--- src/rtl/data_types.sv ---
// Shared types for the memory port arbiter: 32-bit data words, response
// ownership tags and a flush helper used by the tag pipeline.
package data_types;

  typedef logic [31:0] word32_t;

  typedef enum logic [1:0] {
    OWN_NONE = 2'd0,
    OWN_IF   = 2'd1,
    OWN_LS   = 2'd2
  } owner_e;

  localparam int         STARVE_CNT_W = 4;
  localparam logic [3:0] BE_FULL      = 4'hF;

  // A fetch-owned tag loses its owner when a mispredict flush is seen.
  function automatic owner_e flush_filter(input owner_e owner, input logic flush_if);
    return (flush_if && owner == OWN_IF) ? OWN_NONE : owner;
  endfunction

endpackage

--- src/rtl/mem_port_arbiter_resp_tag_pipe.sv ---
// Fixed-latency owner tag pipeline: entry 0 captures the owner of the access
// accepted this cycle, the tail names the requester of the data on mem_rdata_i.
module resp_tag_pipe
  import data_types::*;
#(
  parameter int MEM_LATENCY = 2
) (
  input  logic   clk_i,
  input  logic   reset_ni,
  input  owner_e push_i,
  input  logic   flush_if_i,
  output owner_e tail_o
);

  owner_e tags_q [MEM_LATENCY];
  owner_e tags_d [MEM_LATENCY];

  // NOTE: every element is assigned before any condition, so no latch is
  // inferred for the next-state array.
  always_comb begin
    tags_d[0] = flush_filter(push_i, flush_if_i);
    for (int i = 1; i < MEM_LATENCY; i++) begin
      tags_d[i] = flush_filter(tags_q[i-1], flush_if_i);
    end
  end

  // NOTE: this small storage array is reset on purpose: stale OWN_IF/OWN_LS
  // tags would turn memory data arriving after reset into bogus responses.
  // NOTE: state is updated with non-blocking assignments so every stage
  // shifts from the pre-edge value of its neighbour.
  always_ff @(posedge clk_i or negedge reset_ni) begin
    if (!reset_ni) begin
      for (int i = 0; i < MEM_LATENCY; i++) begin
        tags_q[i] <= OWN_NONE;
      end
    end else begin
      for (int i = 0; i < MEM_LATENCY; i++) begin
        tags_q[i] <= tags_d[i];
      end
    end
  end

  assign tail_o = tags_q[MEM_LATENCY-1];

endmodule

--- src/rtl/mem_port_arbiter.sv ---
// Shares one fixed-latency memory port between instruction fetch and the LSU:
// LSU priority with a fetch anti-starvation override, tag-routed read data.
module mem_port_arbiter
  import data_types::*;
#(
  parameter int MEM_LATENCY = 2,
  parameter int STARVE_MAX  = 3
) (
  input  logic       clk_i,
  input  logic       reset_ni,
  // instruction fetch
  input  logic       if_req_i,
  input  word32_t    if_addr_i,
  input  logic       if_flush_i,
  output logic       if_gnt_o,
  output logic       if_rvalid_o,
  output word32_t    if_rdata_o,
  // load/store unit
  input  logic       ls_req_i,
  input  logic       ls_we_i,
  input  word32_t    ls_addr_i,
  input  word32_t    ls_wdata_i,
  input  logic [3:0] ls_be_i,
  output logic       ls_gnt_o,
  output logic       ls_rvalid_o,
  output word32_t    ls_rdata_o,
  // memory macro
  output logic       mem_req_o,
  output logic       mem_we_o,
  output word32_t    mem_addr_o,
  output word32_t    mem_wdata_o,
  output logic [3:0] mem_be_o,
  input  logic       mem_ready_i,
  input  word32_t    mem_rdata_i
);

  localparam logic [STARVE_CNT_W-1:0] STARVE_LIM = STARVE_CNT_W'(STARVE_MAX);

  logic [STARVE_CNT_W-1:0] starve_cnt_q, starve_cnt_d;
  logic   if_elig, ls_elig, if_starved;
  owner_e winner;
  owner_e push_owner;
  owner_e tail_owner;

  assign if_elig    = if_req_i & ~if_flush_i;
  assign ls_elig    = ls_req_i;
  assign if_starved = (starve_cnt_q == STARVE_LIM);

  always_comb begin
    winner = OWN_NONE;
    if (if_elig && (if_starved || !ls_elig)) begin
      winner = OWN_IF;
    end else if (ls_elig) begin
      winner = OWN_LS;
    end
  end

  // Request and grants are forced low while reset is held.
  assign mem_req_o = (if_elig | ls_elig) & reset_ni;
  assign if_gnt_o  = (winner == OWN_IF) & mem_ready_i & reset_ni;
  assign ls_gnt_o  = (winner == OWN_LS) & mem_ready_i & reset_ni;

  always_comb begin
    mem_we_o    = 1'b0;
    mem_addr_o  = '0;
    mem_wdata_o = '0;
    mem_be_o    = BE_FULL;
    unique case (winner)
      OWN_IF: begin
        mem_addr_o = if_addr_i;
      end
      OWN_LS: begin
        mem_we_o    = ls_we_i;
        mem_addr_o  = ls_addr_i;
        mem_wdata_o = ls_wdata_i;
        mem_be_o    = ls_we_i ? ls_be_i : BE_FULL;
      end
      default: ;
    endcase
  end

  always_comb begin
    starve_cnt_d = starve_cnt_q;
    if (if_gnt_o) begin
      starve_cnt_d = '0;
    end else if (if_elig && !if_starved) begin
      starve_cnt_d = starve_cnt_q + STARVE_CNT_W'(1);
    end
  end

  always_ff @(posedge clk_i or negedge reset_ni) begin
    if (!reset_ni) begin
      starve_cnt_q <= '0;
    end else begin
      starve_cnt_q <= starve_cnt_d;
    end
  end

  // Stores never return data, so only reads leave an owner in the pipeline.
  always_comb begin
    push_owner = OWN_NONE;
    if (if_gnt_o) begin
      push_owner = OWN_IF;
    end else if (ls_gnt_o && !ls_we_i) begin
      push_owner = OWN_LS;
    end
  end

  resp_tag_pipe #(
    .MEM_LATENCY (MEM_LATENCY)
  ) u_resp_tag_pipe (
    .clk_i      (clk_i),
    .reset_ni   (reset_ni),
    .push_i     (push_owner),
    .flush_if_i (if_flush_i),
    .tail_o     (tail_owner)
  );

  assign if_rvalid_o = (tail_owner == OWN_IF) & ~if_flush_i;
  assign ls_rvalid_o = (tail_owner == OWN_LS);
  assign if_rdata_o  = mem_rdata_i;
  assign ls_rdata_o  = mem_rdata_i;

endmodule

--- config.mk ---
export PLATFORM = sky130hd
export DESIGN_NAME = mem_port_arbiter
export DESIGN_NICKNAME = d
export VERILOG_FILES = /design/src/rtl/data_types.sv /design/src/rtl/mem_port_arbiter_resp_tag_pipe.sv /design/src/rtl/mem_port_arbiter.sv
export SDC_FILE = /design/constraint.sdc
export NUM_CORES = 1
export LEC_CHECK = 0
export ABC_AREA = 1
export CORE_AREA = 2 2 108 110
export CTS_BUF_LIST = sky130_fd_sc_hd__clkbuf_4
export CTS_CLUSTER_DIAMETER = 80
export DETAILED_ROUTE_END_ITERATION = 12
export DIE_AREA = 0 0 110 112
export GPL_TIMING_DRIVEN = 0
export PLACE_DENSITY_LB_ADDON = 0.08
export SYNTH_ARGS = -nofsm -noshare
export SYNTH_HDL_FRONTEND = slang
export SYNTH_HIERARCHICAL = 1
export SYNTH_SLANG_ARGS = --single-unit
--- constraint.sdc ---
create_clock -name clk_i -period 1.4 [get_ports clk_i]
set_clock_uncertainty 0.2 [all_clocks]
set_input_delay 0.14 -clock clk_i [delete_from_list [all_inputs] [get_ports clk_i]]
set_output_delay 0.14 -clock clk_i [all_outputs]
set_load 0.02 [all_outputs]
==> qor.yml, run 1 <==
placed_design:
  dp_cells: 699
  dpl.hpwl_um: 7410
  port_buffers: 243
  place.gp.congestion: 0.789
drt:
  wl_per_cell_um: 12.4
  postRouteWirelength_um: 9020
  ant_nets: 0
  viasPerCell: 3.94
  drc: 0
  routed-via-count: 2866
  first_pass_iters: 4
  drt_iter0_drc: 69
global_route:
  met2_usage_pct: 27.4
  overflow: 0
  grt_pass1_wl_um: 13300
  grt_pass1_vias: 2792
  use_met3_pct: 3.86
  grt-busiest-layer: "met2"
  use_met1_pct: 12.7
  track_usage_pct: 13.4
  antenna_found_initial: 0
  grt_max_degree: 11
clock_network:
  cts_max_path_buffers: 2
  cts_tree: "done"
  numCtsBuffers: 3
  insertion_delay_ns: 0.25
  cts_sinks: 8
  root_buffer: "clkbuf_4"
  htree_levels: 1
  clk_pin_slew_worst_paths_ns: 0.05
die:
  fp.dieH_um: 112
  io_pins: 277
  rows: 39
  die_w_um: 110
  core_area_sq_mm: 0.0112
  start_util_pct: 16.1
  die_area_sq_mm: 0.0123
sta:
  rsz0062_at_grt: "yes"
  worst_slew_pin_slew_ns: 0.907
  period_share_pct: 136
  clock.fmax_ghz: 0.526
  slew_headroom_pct: 39.5
  slew_violations: 0
  setup_ws_ns: -0.501
  finalSetupViolations: 77
  hold_viol: 0
  post-route-min-period_ns: 1.90
layout:
  nets: 726
  antennaDiodeCount: 0
  layoutNonFillerInstCount: 727
  layout-drive-gt1-share_pct: 48.6
  final_util_pct: 46.8
  area_growth_syn_to_layout_pct: 190
logic_synthesis:
  synth-async-reset-ratio_pct: 100
  synth_top_area_cell: "buf_4"
  syn-num-nets: 453
  yosys-top-cells-count: "buf_4 (72), nand3_1 (68), inv_1 (51), nand2_1 (48), nor2_1 (38)"
  synth_cells: 313
  ys.flop_type: "dfrtp_1"
  synth_most_common_cell: "buf_4"
  ys_ff_latch: 8
  ys_seq_area_share_pct: 11.1
  yosysTopAreaCellShare_pct: 30.0
  synth_cell_types: 20
  synth-edff-count: 0
  yosysWarningCount: 6
  synth.avg_cell_area_sq_um: 5.76
  netlist_area_sq_mm: 0.00180
  ys_top_cells_by_area: "buf_4 (30%), nand3_1 (19%), dfrtp_1 (11%)"
setup_path:
  worst_setup_path_start_kind: "flop"
  crit_fanout: 10
  worstReg2RegStart: "starve_cnt_q[0]"
  crit_type: "reg2out"
  arrival_ns: 1.56
  crit_start: "starve_cnt_q[0]"
  required_ns: 1.06
  endpoint_kind: "output port"
run_status:
  status: "finished with violations"
  violations: "negative setup slack"
pwr:
  cellPowerDensity_mw_per_mm2: 560
  power_leakage_uw: 0.00250
  ir_drop_uv: 324
flow_run:
  drv_cap: 0
hold_path:
  hold_start: "if_req_i"
  min_path_type: "in2reg"
[kinds of logic (layout without fill, tap and decap cells)]
family / count (synthesis) / after routing / share of synthesized area (%)
buffers and inverters: 136 / 407 / 45.2
AOI/OAI and AO/OA: 4 / 4 / 1.87
and+or+nand+nor: 163 / 163 / 40.6
adders and majority gates: 1 / 1 / 0.693
xor gates and xnor gates: 1 / 1 / 0.486
DFF: 8 / 8 / 11.1
[metrics by stage]
| stage | worst slack, ns | total power [uW] | hold WS (ns) | instance area, sq um | TNS, ns |
|---|---|---|---|---|---|
| 6_report | -0.501 | 2930 | 0.135 | 5230 | -34.36 |
| 5_1_grt | -0.602 | 3130 | 0.186 | 5230 | -40.19 |
| 4_1_cts | -0.532 | 2830 | 0.185 | 5040 | -34.83 |
| 3_5_place_dp | -1.04 | 2310 | 0.248 | 4620 | -68.47 |
| 3_3_place_gp | -1.04 | 2290 | 0.233 | 4620 | -69.09 |
| 2_1_floorplan | -0.149 | 1400 | -0.356 | 2010 | -9.49 |
[area by class of cell]
type	instances	area (sq um)
timing repair buffer	269	2750
clock buffer	3	22.5
sequential	8	200
buffer	84	678
tap	143	179
fill	1100	5940
multi-input combinational	169	1200
inverter	51	196
[worst paths after layout]
kind | depth (start not counted) | slack (ns) | end
min | 5 | 0.14 | starve_cnt_q[3]
min in group asynchronous | 2 | 0.35 | starve_cnt_q[1]
max | 8 | -0.50 | mem_addr_o[27]
max reg2reg | 8 | -0.18 | u_resp_tag_pipe/tags_q[2]
min reg2reg | 1 | 0.26 | u_resp_tag_pipe/tail_o[1]
max in group asynchronous | 2 | 0.38 | u_resp_tag_pipe/tail_o[1]
[layer usage]
metal,part of all wire [%],vias up
met5,0,-
met4,1.6,0
met3,11,10
met2,57,145
met1,30,1282
li1,-,1429
[power by group]
part	switching [uW]	internal, uW	leakage, uW
combinational	1090	1310	0.00238
clock	74.7	97.9	0.0000138
sequential	63.3	290	0.000105
[registers in the layout (all words and copies together), names as in the netlist]
signal / count
u_resp_tag_pipe/tail_o: 2
u_resp_tag_pipe/tags_q: 2
starve_cnt_q: 4
[critical path, cell delays in order (launching register included)]
cell and delay (ns):
dfrtp_1 0.41, ha_4 0.20, nand2_8 0.08, nand2_8 0.07
nand2_8 0.11, buf_8 0.14, nand3_1 0.09, nand2_2 0.10
buf_6 0.11
[repair_timing]
action / 4_1_cts / 5_1_grt
pin swaps: 14 / 12
gates cloned: 1 / 0
resized for setup: 471 / 43
hold endpoints to repair: 10 / 0
setup endpoints to repair: 80 / 78
hold buffers: 2 / 0
buffers inserted: 17 / 6
[layout by cell type (no fill, tap or decap), types with 2 or more instances in the layout]
| master | n |
|---|---|
| nor2_1 | 4 |
| nand2_1 | 12 |
| nand2_8 | 3 |
| inv_2 | 4 |
| inv_4 | 2 |
| buf_4 | 86 |
| nand2_4 | 3 |
| dfrtp_1 | 8 |
| clkbuf_4 | 4 |
| inv_1 | 45 |
| nand3_4 | 5 |
| nand3_2 | 11 |
| buf_1 | 3 |
| nand3_1 | 52 |
| buf_12 | 5 |
| buf_6 | 73 |
| nor2_2 | 24 |
| nand2_2 | 35 |
| clkbuf_1 | 2 |
| buf_2 | 8 |
| nor2_4 | 11 |
| buf_8 | 5 |
| nand4_1 | 2 |
| clkdlybuf4s50_1 | 166 |
| dlygate4sd3_1 | 2 |
Note: power is estimated with default switching activity, not from simulation.
==> run 2, diff against run 1 <==
--- a/config.mk
+++ b/config.mk
@@ -12,6 +12,7 @@
 export DETAILED_ROUTE_END_ITERATION = 12
 export DIE_AREA = 0 0 110 112
 export GPL_TIMING_DRIVEN = 0
+export MAX_ROUTING_LAYER = met4
 export PLACE_DENSITY_LB_ADDON = 0.08
 export SYNTH_ARGS = -nofsm -noshare
 export SYNTH_HDL_FRONTEND = slang
==> run 2 against run 1 <==
  * The flow still finishes with violations (negative setup slack)
  * Sequential cell count unchanged
  * Combinational power about the same
  * Worst hold slack about the same
  * Sequential share of layout area about the same
  * First-iteration DRC count unchanged
  * Via count down 0.77%
  * Routed wire length down 0.51%
  * Design area down 0.33%
  * Critical path type unchanged
  * Largest cell class unchanged
  * Largest power group unchanged
==> qor.yml, run 2 (synthesis results as in run 1) <==
setup_path:
  crit_fanout: 10  # unchanged
  r2r-end: "u_resp_tag_pipe/tags_q[2]"  # unchanged
  crit_type: "reg2out"  # unchanged
  rr_worst_depth: 8  # unchanged
  required_ns: 1.06  # about the same
  worstReg2RegStart: "starve_cnt_q[0]"  # unchanged
  endpoint_kind: "output port"  # unchanged
  regToRegSetupSlack_ns: -0.18  # about the same
  arrival_ns: 1.56  # about the same
  worst_setup_path_start_kind: "flop"  # unchanged
die:
  io_pins: 277  # unchanged
  die_area_sq_mm: 0.0123  # unchanged
  start_util_pct: 16.1  # unchanged
  die_w_um: 110  # unchanged
  fp.dieH_um: 112  # unchanged
  core_area_sq_mm: 0.0112  # unchanged
  rows: 39  # unchanged
placed_design:
  post_dp_cell_area_sq_mm: 0.00462  # unchanged
  place.gp.congestion: 0.800  # was 0.789
  dpl.hpwl_um: 7410  # unchanged
  port_buffers: 243  # unchanged
  dp_cells: 699  # unchanged
  place_ws_ns: -1.04  # unchanged
drt:
  routed-via-count: 2844  # was 2866
  drt_iter0_drc: 69  # unchanged
  ant_nets: 0  # unchanged
  viasPerCell: 3.92  # was 3.94
  postRouteWirelength_um: 8970  # was 9020 um
  first_pass_iters: 4  # unchanged
  wl_per_cell_um: 12.4  # about the same
  drc: 0  # unchanged
clock_network:
  insertion_delay_ns: 0.25  # about the same
  clk_pin_slew_worst_paths_ns: 0.05  # about the same
  cts_sinks: 8  # unchanged
  root_buffer: "clkbuf_4"  # unchanged
  htree_levels: 1  # unchanged
  numCtsBuffers: 3  # unchanged
  cts_tree: "done"  # unchanged
  cts_max_path_buffers: 2  # unchanged
global_route:
  antenna_found_initial: 0  # unchanged
  track_usage_pct: 13.8  # was 13.4%
  overflow: 0  # unchanged
  grt_max_degree: 11  # unchanged
  grt_pass1_wl_um: 13300  # about the same
  grt_pass1_vias: 2796  # was 2792
pwr:
  power_frac_comb_pct: 82.0  # was 82.1%
  p_seq_share_pct: 12.1  # about the same
  clkPwrFrac_pct: 5.9  # about the same
  cellPowerDensity_mw_per_mm2: 561  # was 560 mW/mm^2
  power.internal_uw: 1700  # about the same
  ir_drop_uv: 324  # about the same
  swShare_pct: 42.0  # about the same
  p_sw_uw: 1230  # about the same
  power_leakage_uw: 0.00250  # about the same
sta:
  setup_ws_ns: -0.498  # was -0.501 ns
  worst_slew_pin_slew_ns: 0.903  # was 0.907 ns
  slew_violations: 0  # unchanged
  period_share_pct: 136  # about the same
  rsz0062_at_grt: "yes"  # unchanged
  post-route-min-period_ns: 1.90  # about the same
  hold_viol: 0  # unchanged
  slew_headroom_pct: 39.8  # was 39.5%
  finalSetupViolations: 77  # unchanged
  whs_ns: 0.135  # about the same
  setup_tns_ns: -34.13  # was -34.36 ns
  clock.fmax_ghz: 0.527  # was 0.526 GHz
layout:
  nets: 725  # was 726
  layout-drive-gt1-share_pct: 48.2  # was 48.6%
  nFillCells: 1097  # was 1100
  largest_register_ffs: 4  # unchanged
  top_register: "starve_cnt_q"  # unchanged
  antennaDiodeCount: 0  # unchanged
  area_growth_syn_to_layout_pct: 189  # was 190%
  ff_latch_area_sq_um: 200  # unchanged
  multiInputGateArea_sq_mm: 0.00119  # was 0.00120 sq mm
  mostFrequentLayoutCells: "clkdlybuf4s50_1 (166), buf_4 (85), buf_6 (73), nand3_1 (54), inv_1 (45)"  # was clkdlybuf4s50_1 (166), buf_4 (86), buf_6 (73), nand3_1 (52), inv_1 (45)
  layoutNonFillerInstCount: 726  # was 727
  fin_area_sq_mm: 0.00521  # was 0.00523 sq mm
  final_common_cell: "clkdlybuf4s50_1"  # unchanged
hold_path:
  whs_endpoint: "starve_cnt_q[3]"  # unchanged
  min_path_type: "in2reg"  # unchanged
  worstHoldPathCells: 5  # unchanged
  hold_start: "if_req_i"  # unchanged
run_status:
  violations: "negative setup slack"  # unchanged
  status: "finished with violations"  # unchanged
flow_run:
  drv_cap: 0  # unchanged
-- run 2: cell count changes in the layout (fill, tap and decap cells not counted) --
cell and change:
nand3_2 -2, nand3_1 +2, buf_4 -1
-- run 2: metrics by stage --
step	utilization [%]	power [uW]
3_3_place_gp	41.4	2290
3_5_place_dp	41.4	2310
5_1_grt	46.6	3130
2_1_floorplan	-	1400
6_report	46.6	2920
4_1_cts	45.1	2830
-- run 2: layer usage --
metal / up-vias / wire length [um] / track usage [%]
li1: 1426 / - / -
met1: 1261 / 2850 / 13.2
met2: 145 / 5060 / 27.2
met3: 12 / 908 / 3.10
met4: 0 / 155 / 2.70
met5: - / 0 / -
-- run 2: final cells by class --
class,count,area share [%]
Sequential cell,8,3.84
Multi-Input combinational cell,169,22.9
Tap cell,143,3.43
Clock buffer,3,0.432
Buffer,84,13.0
Timing Repair Buffer,268,52.6
Inverter,51,3.77
-- run 2: worst max-delay path by stage --
stage / end / slack [ns] / start / cells past startpoint
finish: mem_addr_o[27] / -0.50 / starve_cnt_q[0] / 8
global route: mem_addr_o[17] / -0.60 / starve_cnt_q[0] / 8
CTS: mem_addr_o[10] / -0.53 / starve_cnt_q[0] / 8
detailed placement: mem_addr_o[11] / -1.04 / if_flush_i / 9
global placement: mem_addr_o[31] / -1.04 / if_flush_i / 9
floorplan: mem_wdata_o[10] / -0.15 / starve_cnt_q[0] / 5
-- run 2: what timing repair did --
action | in CTS | in global routing
setup endpoints to repair | 80 | 78
pin swaps | 14 | 12
hold buffers | 2 | 0
resized for setup | 471 | 41
buffers inserted | 17 | 5
endpoints found under the hold margin | 10 | 0
gates cloned | 1 | 0
-- run 2: critical path, stage by stage (launching register included) --
cell,delay [ns]
dfrtp_1,0.41
ha_4,0.20
nand2_8,0.08
nand2_8,0.07
nand2_8,0.11
buf_8,0.14
nand3_1,0.09
nand2_2,0.09
buf_6,0.11
-- run 2: power groups by stage --
stage	Sequential, uW	Clock [uW]	Combinational (uW)
CTS	351	181	2300
global route	358	193	2580
detailed placement	376	0	1930
floorplan	361	0	1040
finish	353	172	2400
global placement	372	0	1920
==> run 3, diff against run 2 <==
--- a/config.mk
+++ b/config.mk
@@ -6,12 +6,14 @@
 export NUM_CORES = 1
 export LEC_CHECK = 0
 export ABC_AREA = 1
+export CAP_MARGIN = 40
 export CORE_AREA = 2 2 108 110
 export CTS_BUF_LIST = sky130_fd_sc_hd__clkbuf_4
 export CTS_CLUSTER_DIAMETER = 80
 export DETAILED_ROUTE_END_ITERATION = 12
 export DIE_AREA = 0 0 110 112
 export GPL_TIMING_DRIVEN = 0
+export HOLD_SLACK_MARGIN = 0.12
 export MAX_ROUTING_LAYER = met4
 export PLACE_DENSITY_LB_ADDON = 0.08
 export SYNTH_ARGS = -nofsm -noshare
==> results of run 3 <==
The final DEF is identical to that of run 2; final timing and power are the same.
